File: src/rtl/vc_out_sched.sv
// Packet-atomic output scheduler: NumVc virtual channels share one link, one whole packet at a time.
// Build option: define VC_OUT_SCHED_FIXED_PRIO_EN for fixed priority (highest index wins) instead of round-robin.
module vc_out_sched #(
    parameter int unsigned NumVc = 3,
    parameter int unsigned VcW   = $clog2(NumVc)
) (
    input  logic             clk,
    input  logic             arst,
    input  logic [NumVc-1:0] vc_valid_i,
    input  logic [NumVc-1:0] vc_head_i,
    input  logic [NumVc-1:0] vc_tail_i,
    output logic [NumVc-1:0] vc_ready_o,
    output logic             out_valid_o,
    input  logic             out_ready_i,
    output logic [VcW-1:0]   out_vc_o,
    output logic             busy_o
);

    localparam int unsigned IdxW = VcW + 1;

    typedef enum logic {
        ST_IDLE   = 1'b0,
        ST_LOCKED = 1'b1
    } state_t;

    state_t           r_state;
    logic [VcW-1:0]   r_grant;
    logic [NumVc-1:0] w_cand;
    logic             w_any;
    logic [VcW-1:0]   w_win;
    logic             w_hs;
    logic             w_tail_hs;

    // Only packet heads may claim an idle link.
    assign w_cand = vc_valid_i & vc_head_i;
    assign w_any  = |w_cand;

`ifdef VC_OUT_SCHED_FIXED_PRIO_EN
    always_comb begin
        w_win = '0;
        for (int unsigned i = 0; i < NumVc; i++) begin
            if (w_cand[i]) begin
                w_win = VcW'(i);
            end
        end
    end
`else
    logic [VcW-1:0]  r_ptr;
    logic [IdxW-1:0] w_idx;
    logic [VcW-1:0]  w_sel;
    logic            w_found;
    logic [VcW-1:0]  w_ptr_next;

    // Scan upward from the pointer, wrapping modulo NumVc (never produces index NumVc).
    always_comb begin
        w_win   = r_ptr;
        w_found = 1'b0;
        w_idx   = '0;
        w_sel   = '0;
        for (int unsigned i = 0; i < NumVc; i++) begin
            w_idx = IdxW'(r_ptr) + IdxW'(i);
            if (w_idx >= IdxW'(NumVc)) begin
                w_idx = w_idx - IdxW'(NumVc);
            end
            w_sel = VcW'(w_idx);
            if (!w_found && w_cand[w_sel]) begin
                w_win   = w_sel;
                w_found = 1'b1;
            end
        end
    end

    assign w_ptr_next = (r_grant == VcW'(NumVc - 1)) ? '0 : r_grant + VcW'(1);

    always_ff @(posedge clk or negedge arst) begin
        if (!arst) begin
            r_ptr <= '0;
        end else if (w_tail_hs) begin
            r_ptr <= w_ptr_next;
        end
    end
`endif

    assign busy_o      = (r_state == ST_LOCKED);
    assign out_vc_o    = r_grant;
    // out_valid_o deliberately excludes out_ready_i.
    assign out_valid_o = busy_o & vc_valid_i[r_grant];
    assign w_hs        = out_valid_o & out_ready_i;
    assign w_tail_hs   = w_hs & vc_tail_i[r_grant];

    always_comb begin
        vc_ready_o          = '0;
        vc_ready_o[r_grant] = w_hs;
    end

    always_ff @(posedge clk or negedge arst) begin
        if (!arst) begin
            r_state <= ST_IDLE;
            r_grant <= '0;
        end else begin
            case (r_state)
                ST_IDLE: begin
                    if (w_any) begin
                        r_grant <= w_win;
                        r_state <= ST_LOCKED;
                    end
                end
                ST_LOCKED: begin
                    if (w_tail_hs) begin
                        r_state <= ST_IDLE;
                    end
                end
                default: r_state <= ST_IDLE;
            endcase
        end
    end

endmodule

File: config.mk
export PLATFORM = sky130hd
export DESIGN_NAME = vc_out_sched
export DESIGN_NICKNAME = d
export VERILOG_FILES = /design/src/rtl/vc_out_sched.sv
export SDC_FILE = /design/constraint.sdc
export NUM_CORES = 1
export LEC_CHECK = 0
export BUFFER_PORTS_ARGS = -buffer_cell sky130_fd_sc_hd__clkbuf_2
export CAP_MARGIN = 20
export CORE_AREA = 3 3 40 42
export CTS_CLUSTER_DIAMETER = 150
export CTS_CLUSTER_SIZE = 10
export DETAILED_ROUTE_END_ITERATION = 8
export DIE_AREA = 0 0 43 45
export PLACE_DENSITY_LB_ADDON = 0.15
export SYNTH_ARGS = -nofsm -noshare
export SYNTH_HDL_FRONTEND = slang
export SYNTH_SLANG_ARGS = --single-unit
File: constraint.sdc
create_clock -name clk -period 2.1 [get_ports clk]
set_input_delay 0.42 -clock clk [delete_from_list [all_inputs] [get_ports clk]]
set_output_delay 0.42 -clock clk [all_outputs]
set_load 0.01 [all_outputs]
==> results by stage, run 1 <==
Logic synthesis:
- The most common cell in the synthesized netlist is inv_1.
- After Yosys synthesis, and, or, nand and nor cells account for 26.40% of the synthesized area.
- By area, the combinational part of the netlist is dominated by compound AO/OA/AOI/OAI gates.
- The average cell area after synthesis is 8.239 um^2.
- Summing the areas of all compound-gate instances in the mapped netlist gives 33.41% of the synthesized area.
- The multiplexer area fraction after synthesis is 3.972%.
- The synthesized netlist devotes 7.009% of its cell area to adder and majority cells.
- After synthesis, the cell types taking the most area are dfrtp_1, ha_1, inv_1.
- For this run, the number of Yosys warnings is 0.
- The XOR/XNOR share of the synthesized area is 0%.
- The sequential area share after synthesis is 23.36%.
- The number of different library cells used by synthesis comes to 37.
- The largest area contributor in the netlist is dfrtp_1.
- The flip-flop and latch count after synthesis is 5.
- The post-synth design cell area is 535.5 um^2.
- In the synthesized netlist the dominant register cell turns out to be dfrtp_1.
- Summed over its instances, the top area cell type makes up 23.36% of the synthesized netlist area.
- The number of standard cells after synthesis is 65.
- After synthesis, the share of flip-flops with an asynchronous set or reset is 100.0%.
- After synthesis, the most frequently instantiated cells are inv_1, dfrtp_1, nand2_1.
- Counting flops with a built-in enable in the synthesized netlist gives 0.
- Counting every net in the synthesized netlist gives 80.

Critical path:
- The maximum net fanout on the critical path is 8.
- The launch point of the worst path is r_ptr[1]$_DFFE_PN0P_.
- The worst setup path is launched from a flop.
- The launch instance of the worst register-to-register path is r_ptr[1]$_DFFE_PN0P_.
- The endpoint type of the worst setup path is a flop.
- The setup check on the worst reg-to-reg path leaves a slack of 0.23 ns.
- The critical path in this run is classified as reg2reg.
- At the worst endpoint, the arrival time is 1.98 ns.
- The terminus of the critical flop-to-flop path is out_vc_o[1]$_DFFE_PN0P_.
- STA puts the critical path data required time at 2.21 ns.
- Counting cells, the worst reg-to-reg path comes to 5.

Clocking:
- The TritonCTS sink count is 5.
- CTS built an H-tree with a depth of 1.
- TritonCTS built the clock tree.
- Clock-pin slew was measured on the worst setup and hold paths at 0.05 ns.
- The root buffer cell chosen for the clock tree is clkbuf_4.
- After clock tree synthesis, the setup repair step added 0 buffers.
- Counting the buffers created by CTS gives 3.
- The number of buffers on the longest clock path is 2.
- The insertion delay of the later-clocked pin in the worst-skew pair is 0.25 ns.

Route:
- The total DRC errors in the routed layout is 0.
- After detailed routing, the number of vias per cell comes to 5.781.
- The final wirelength is 1521 um.
- In this run the remaining antenna-violating nets after routing total 0.
- The first-pass iteration count of the detailed router is 4.
- The number of vias in the routed layout is 607.
- The detailed router finished its first iteration with 28 violations.
- Dividing the detail-routed wire length by the instance count gives 14.49 um.

GRT:
- The first global-routing pass estimated 2401 um of wire.
- In the global route stage, met2 resource usage came out at 25.15%.
- The met3 usage is 5.578%.
- The met1 track utilization from global routing is 21.55%.
- The via count of the first global-routing pass was 529.
- The pin count of the biggest net entering global routing is 11.
- The global-route total usage across every layer is 16.18%.
- The number of antenna violations at the first check in global routing came to 0.
- The peak-usage layer in the global routing report is met2.
- The total overflow left after global routing is 0.

Hold path:
- In this run the most critical hold path is launched from vc_tail_i[1].
- In this run the worst hold path is classified as in2reg.
- For hold timing, the worst endpoint is busy_o$_DFF_PN0_.
- The number of cells on the worst hold path is 3.

Timing:
- The slew at the pin closest to its max-slew limit is 0.4656 ns.
- On the final layout, the worst hold slack is 0.4821 ns.
- In the post-route analysis, the smallest setup slack over all paths is 0.2321 ns.
- The max-slew violation count was 0.
- After layout, the minimum clock period comes to 1.868 ns.
- Headroom to the max-slew limit came out at 68.77%.
- Setup violations remaining at the end of the flow were counted as 0.
- The total count of hold-check failures in the final report came to 0.
- Static timing analysis puts the maximum clock frequency at 0.5354 GHz.
- Across the routed clock network, the largest skew measured is 0.007916 ns.
- The final cycle utilization of the critical path is 88.95%.
- Setup total negative slack on the finished layout was measured at 0 ns.
- Setup repair after global routing left no endpoint under its margin.

Flow run:
- The number of max-capacitance violations reported is 0.

Die:
- The row count is 13.
- In this run the count of I/O pins placed on the die edge is 19.
- The horizontal die dimension is 43 um.
- The die is 45 um tall.
- The region available for standard cell placement spans 1285 um^2.
- The area of the die is 1935 um^2.
- Once the floorplan was initialized, standard cells occupied 41.67% of the core.

Cells and area:
- After filler insertion, the fill cell instance count of the layout stands at 130.
- 0 antenna diodes ended up in the layout.
- The fraction of final layout cells sized beyond drive strength 1 is 31.11%.
- Compared with the post-synthesis result, the final layout area differs by 30.37%.
- At the end of the flow, the number of nets in the layout was 106.
- The sequential cells in the finished layout cover a total of 125.1 um^2.
- The multi-input combinational cells in the finished layout cover a total of 379.1 um^2.
- The final core area utilization is 54.33%.

Pwr:
- Summed over all cells, the static leakage comes to 0.3358 nW.
- The power density over the cells is 1237 nW/um^2.
- Across the VDD grid, the largest voltage drop is 0.0004324 V.
- The design draws 0.8635 mW.

Run status:
- The run finished with clean final reports.

Placed design:
- The number of buffers added on ports is 18.
- The post-place setup slack is 0.2587 ns.
- At the end of routability-driven placement, the weighted congestion stood at 0.8787.
- The HPWL reported at the end of detailed placement is 1170 um.
-- layout make-up --
| class | count | area share (%) |
|---|---|---|
| inverters | 7 | 3.763 |
| well taps | 15 | 2.688 |
| repair buffers | 22 | 17.56 |
| clock buffers | 4 | 3.763 |
| flip-flops and latches | 5 | 17.92 |
| multi-input cells | 52 | 54.30 |
-- per-layer routing --
metal	vias to the layer above	wire, um
met5	-	0
met4	0	0
met3	0	92
met2	19	716
met1	281	711
li1	307	-
-- how the worst max path moves through the flow --
stage	cells past startpoint	to	slack [ns]
after floorplan	6	out_vc_o[1]$_DFFE_PN0P_	0.38
after global placement	5	out_vc_o[1]$_DFFE_PN0P_	0.23
after detailed placement	5	out_vc_o[1]$_DFFE_PN0P_	0.26
after CTS	5	out_vc_o[1]$_DFFE_PN0P_	0.24
after global routing	5	out_vc_o[1]$_DFFE_PN0P_	0.1
final	5	out_vc_o[1]$_DFFE_PN0P_	0.23
-- power breakdown --
| part | switching (mW) | internal, mW |
|---|---|---|
| combinational | 0.288 | 0.241 |
| sequential | 0.0788 | 0.141 |
| clock | 0.0426 | 0.0721 |
-- repair_timing --
action,4_1_cts,5_1_grt
endpoints found under the hold margin,5,0
hold buffers,1,0
gates resized for setup,0,0
-- placed cells by master (no fill, tap or decap), drive strengths merged, types with 2 or more instances in the layout --
cell type / synthesis / layout
a41o: 2 / 2
nand2: 5 / 5
nand3: 3 / 3
ha: 3 / 3
buf: 1 / 3
dfrtp: 5 / 5
a21oi: 2 / 2
inv: 7 / 7
nor3: 4 / 4
a31oi: 3 / 3
nand3b: 2 / 2
nor2: 3 / 3
o21ai: 2 / 2
clkbuf: 0 / 22
-- flip-flops by register name, indices dropped and copies added (netlist names) --
signal / cells
r_ptr: 2
out_vc_o: 2
busy_o: 1
-- stage by stage --
stage / std cells / area [um^2]
2_1_floorplan: 65 / 535.5
3_3_place_gp: 100 / 661.9
3_5_place_dp: 100 / 661.9
4_1_cts: 105 / 698.2
5_1_grt: 105 / 698.2
6_report: 105 / 698.2
-- kinds of logic (layout without fill, tap and decap cells) --
family | count (synthesis) | after routing
compound gates | 22 | 22
fa+ha+maj | 3 | 3
buf+inv | 8 | 33
flops | 5 | 5
mux | 2 | 2
simple gates | 25 | 25
-- critical path, cell delays in order (launching register included) --
cell and delay [ns]:
dfrtp_1 0.41, ha_1 0.29, and4b_1 0.27, a41o_1 0.22, o311ai_0 0.39, o211ai_1 0.15
Note: power is estimated with default switching activity, not from simulation.
==> run 2, diff against run 1 <==
==> constraint.sdc (replaced) <==
create_clock -name clk -period 2.1 [get_ports clk]
set_input_delay 0.105 -clock clk [delete_from_list [all_inputs] [get_ports clk]]
set_output_delay 0.105 -clock clk [all_outputs]
set_load 0.01 [all_outputs]
==> run 2 against run 1 <==
Worst setup slack worse by 0.017 ns. Core utilization down 1.8 points. Non-clock buffer count down 3. Sequential power up 4%. Wire length down 9.5%. Worst hold slack worse by 0.30 ns. Sequential cell count unchanged. Critical path depth up 1. Largest power group unchanged. Combinational power down 8.3%.
==> results by stage, run 2 (synthesis results as in run 1) <==
Timing:
- The worst clock skew is 0.001774 ns (-0.006142 ns).
- The total count of hold-check failures in the final report is 0 (unchanged).
- The final setup violation count is 0 (unchanged).
- The slew at the pin closest to its max-slew limit is 0.6672 ns (+0.2016 ns).
- The final critical delay including setup and external delays is 1.885 ns (+0.01691 ns).
- The setup TNS after final layout is 0 ns (unchanged).
- The highest achievable clock rate was 0.5306 GHz (-0.90%).
- Setup repair after global routing left no endpoint under its margin.
- The final cycle utilization of the critical path is 89.75% (+0.81 points).
- The max-slew violation count is 0 (unchanged).
- The relative max-transition margin is 55.52% (-13 points).

Clocking:
- The number of buffers on the longest clock path was 2 (unchanged).
- The count of buffers added by post-CTS timing repair for setup came to 0 (unchanged).
- The post-cts sizing count is 0 (unchanged).
- The number of buffers added by the clock tree synthesis step was 3 (unchanged).
- The count of hold-fix buffers inserted at cts is 1 (unchanged).
- The count of H-tree levels built during CTS is 1 (unchanged).
- TritonCTS built the clock tree.
- The TritonCTS sink count is 5 (unchanged).
- In this run the clock root is driven by a clkbuf_4.
- The insertion delay of the later-clocked pin in the worst-skew pair came to 0.23 ns (-0.02 ns).
- The clock-pin slew on the worst setup and hold paths is 0.04 ns (about the same).

Critical path:
- The buffer and inverter count on the worst path is 1 (+1).
- The critical path's top delay family is compound AO/OA/AOI/OAI gates.
- The largest stage delay on the critical path is 0.44 ns (+0.03 ns).
- The critical path goes through inv_1 > ha_1 > and4b_1 > a41o_1 > o311ai_0 > o211ai_1.
- The maximum net fanout on the critical path is 8 (unchanged).
- The worst setup path is launched from a flop.
- The worst endpoint required time is 2.20 ns (about the same).
- The worst setup path is captured at a flop.
- The critical-path cell with the highest stage delay is dfrtp_1.
- The data arrival time of the critical path is 1.98 ns (about the same).
- The critical path is of the reg2reg type.

Cells and area:
- Compared with the post-synthesis result, the final layout area differs by 26.17%.
- The area of all sequential standard cells was 125.1 um^2 (unchanged).
- The most frequent standard cell in the layout excluding fill and tap cells is clkbuf_2.
- The fraction of final layout cells sized beyond drive strength 1 was 28.74% (-2.4 points).
- The final standard cell area without fillers was 675.6 um^2 (-3.2%).
- The antenna diode instance count is 0 (unchanged).
- In the layout the commonest cells are clkbuf_2, inv_1, nand2_1, dfrtp_1, nor3_1.
- The fill cell total of the finished layout is 125 (-3.8%).
- The number of nets at the end of the flow is 103 (-2.8%).
- The non-filler instance count after layout came to 102 (-2.9%).
- The multi-input combinational cell area is 379.1 um^2 (unchanged).
- The final core area utilization is 52.58% (-1.8 points).

Die:
- The height of the die is 45 um (unchanged).
- The row count is 13 (unchanged).
- The area of the die is 1935 um^2 (unchanged).
- The number of placed I/O pins is 19 (unchanged).
- The area of the core is 1285 um^2 (unchanged).
- The horizontal die dimension is 43 um (unchanged).
- The starting density of the core is 41.67% (unchanged).

GRT:
- The via count of the first global-routing pass is 518 (-2.1%).
- The number of antenna violations at the first check in global routing is 0 (unchanged).
- The global route total overflow is 0 (unchanged).
- The global-route total usage across every layer was 14.87% (-1.3 points).
- The pin count of the biggest net entering global routing was 11 (unchanged).
- The global-route wire length before repair is 2256 um (-6.0%).

Route:
- The number of vias per cell after detailed routing is 5.716 (-1.1%).
- The final wirelength is 1376 um (-9.5%).
- The post-route antenna net violation count is 0 (unchanged).
- The total DRC errors in the routed layout is 0 (unchanged).
- The mean routed wirelength per cell is 13.49 um (-6.9%).
- The number of vias in the routed layout is 583 (-4.0%).
- The violation count after the first detailed-route iteration is 13 (-54%).
- The first-pass iteration count of the detailed router is 4 (unchanged).

Placed design:
- The routability-driven placement congestion ratio came to 0.8955 (+1.9%).
- The total instance count after detailed placement is 97 (-3.0%).
- The number of buffers added on ports was 18 (unchanged).
- The instance area at placement is 639.4 um^2 (-3.4%).
- The HPWL reported at the end of detailed placement came to 1140 um (-2.6%).

Pwr:
- The largest voltage drop on the vdd net is 0.0004810 V (+11%).
- The static leakage is 0.3216 nW (-4.2%).
- The power density over the cells came to 1218 nW/um^2 (-1.5%).
- The final total power is 0.8227 mW (-4.7%).

Flow run:
- The number of max-capacitance violations reported is 0 (unchanged).

Hold path:
- The path class of the tightest hold or removal check is in2reg.

Run status:
- The flow ran to the end, and the final reports show no timing, DRC or antenna violations.
[run 2: changes by cell type in the layout (fill, tap and decap cells not counted)]
cell	previous run	this run
buf_4	3	0
[run 2: final timing paths]
path,start,to,slack [ns],cells after the start
worst max-delay path,r_ptr[0]$_DFFE_PN0P_,out_vc_o[1]$_DFFE_PN0P_,0.22,6
worst max register to register,r_ptr[0]$_DFFE_PN0P_,out_vc_o[1]$_DFFE_PN0P_,0.22,6
max in group asynchronous,arst,out_vc_o[1]$_DFFE_PN0P_,1.74,2
worst min-delay path,vc_tail_i[1],r_ptr[1]$_DFFE_PN0P_,0.18,3
min in group asynchronous,arst,r_ptr[0]$_DFFE_PN0P_,0.22,2
worst min register to register,r_ptr[0]$_DFFE_PN0P_,r_ptr[0]$_DFFE_PN0P_,0.61,1
[run 2: cell type report]
class / count / area share (%)
multi-input combinational: 52 / 56.11
sequential: 5 / 18.52
inverter: 7 / 3.889
clock buffer: 4 / 3.889
tap: 15 / 2.778
timing repair buffer: 19 / 14.81
[run 2: where the power goes]
part	internal, mW	switching (mW)
clock network	0.0717	0.0368
logic	0.219	0.265
registers	0.141	0.0886
total	0.432	0.391
[run 2: stage by stage]
step                      hold slack [ns]  setup slack [ns]
after global placement           -0.07205            0.2296
final                              0.1834            0.2152
after CTS                          0.1796            0.2131
after detailed placement         -0.06988            0.2200
after floorplan                   -0.1906            0.3794
after global routing               0.2082           0.08142
[run 2: worst reg2reg max path, delay by kind of cell (launching register included)]
| kind | cells | cell delay [ns] |
|---|---|---|
| AO/OA/AOI/OAI | 3 | 0.68 |
| flip-flops | 1 | 0.44 |
| adder cells (fa/ha/maj) | 1 | 0.29 |
| AND/OR/NAND/NOR | 1 | 0.27 |
| buffers and inverters | 1 | 0.07 |
[run 2: metal layers]
layer  vias up  wire (um)  track usage [%]
met5         -          0                0
met4         0         15            3.614
met3         2         59            2.789
met2        15        663            25.45
met1       260        637            19.46
li1        306          -                -
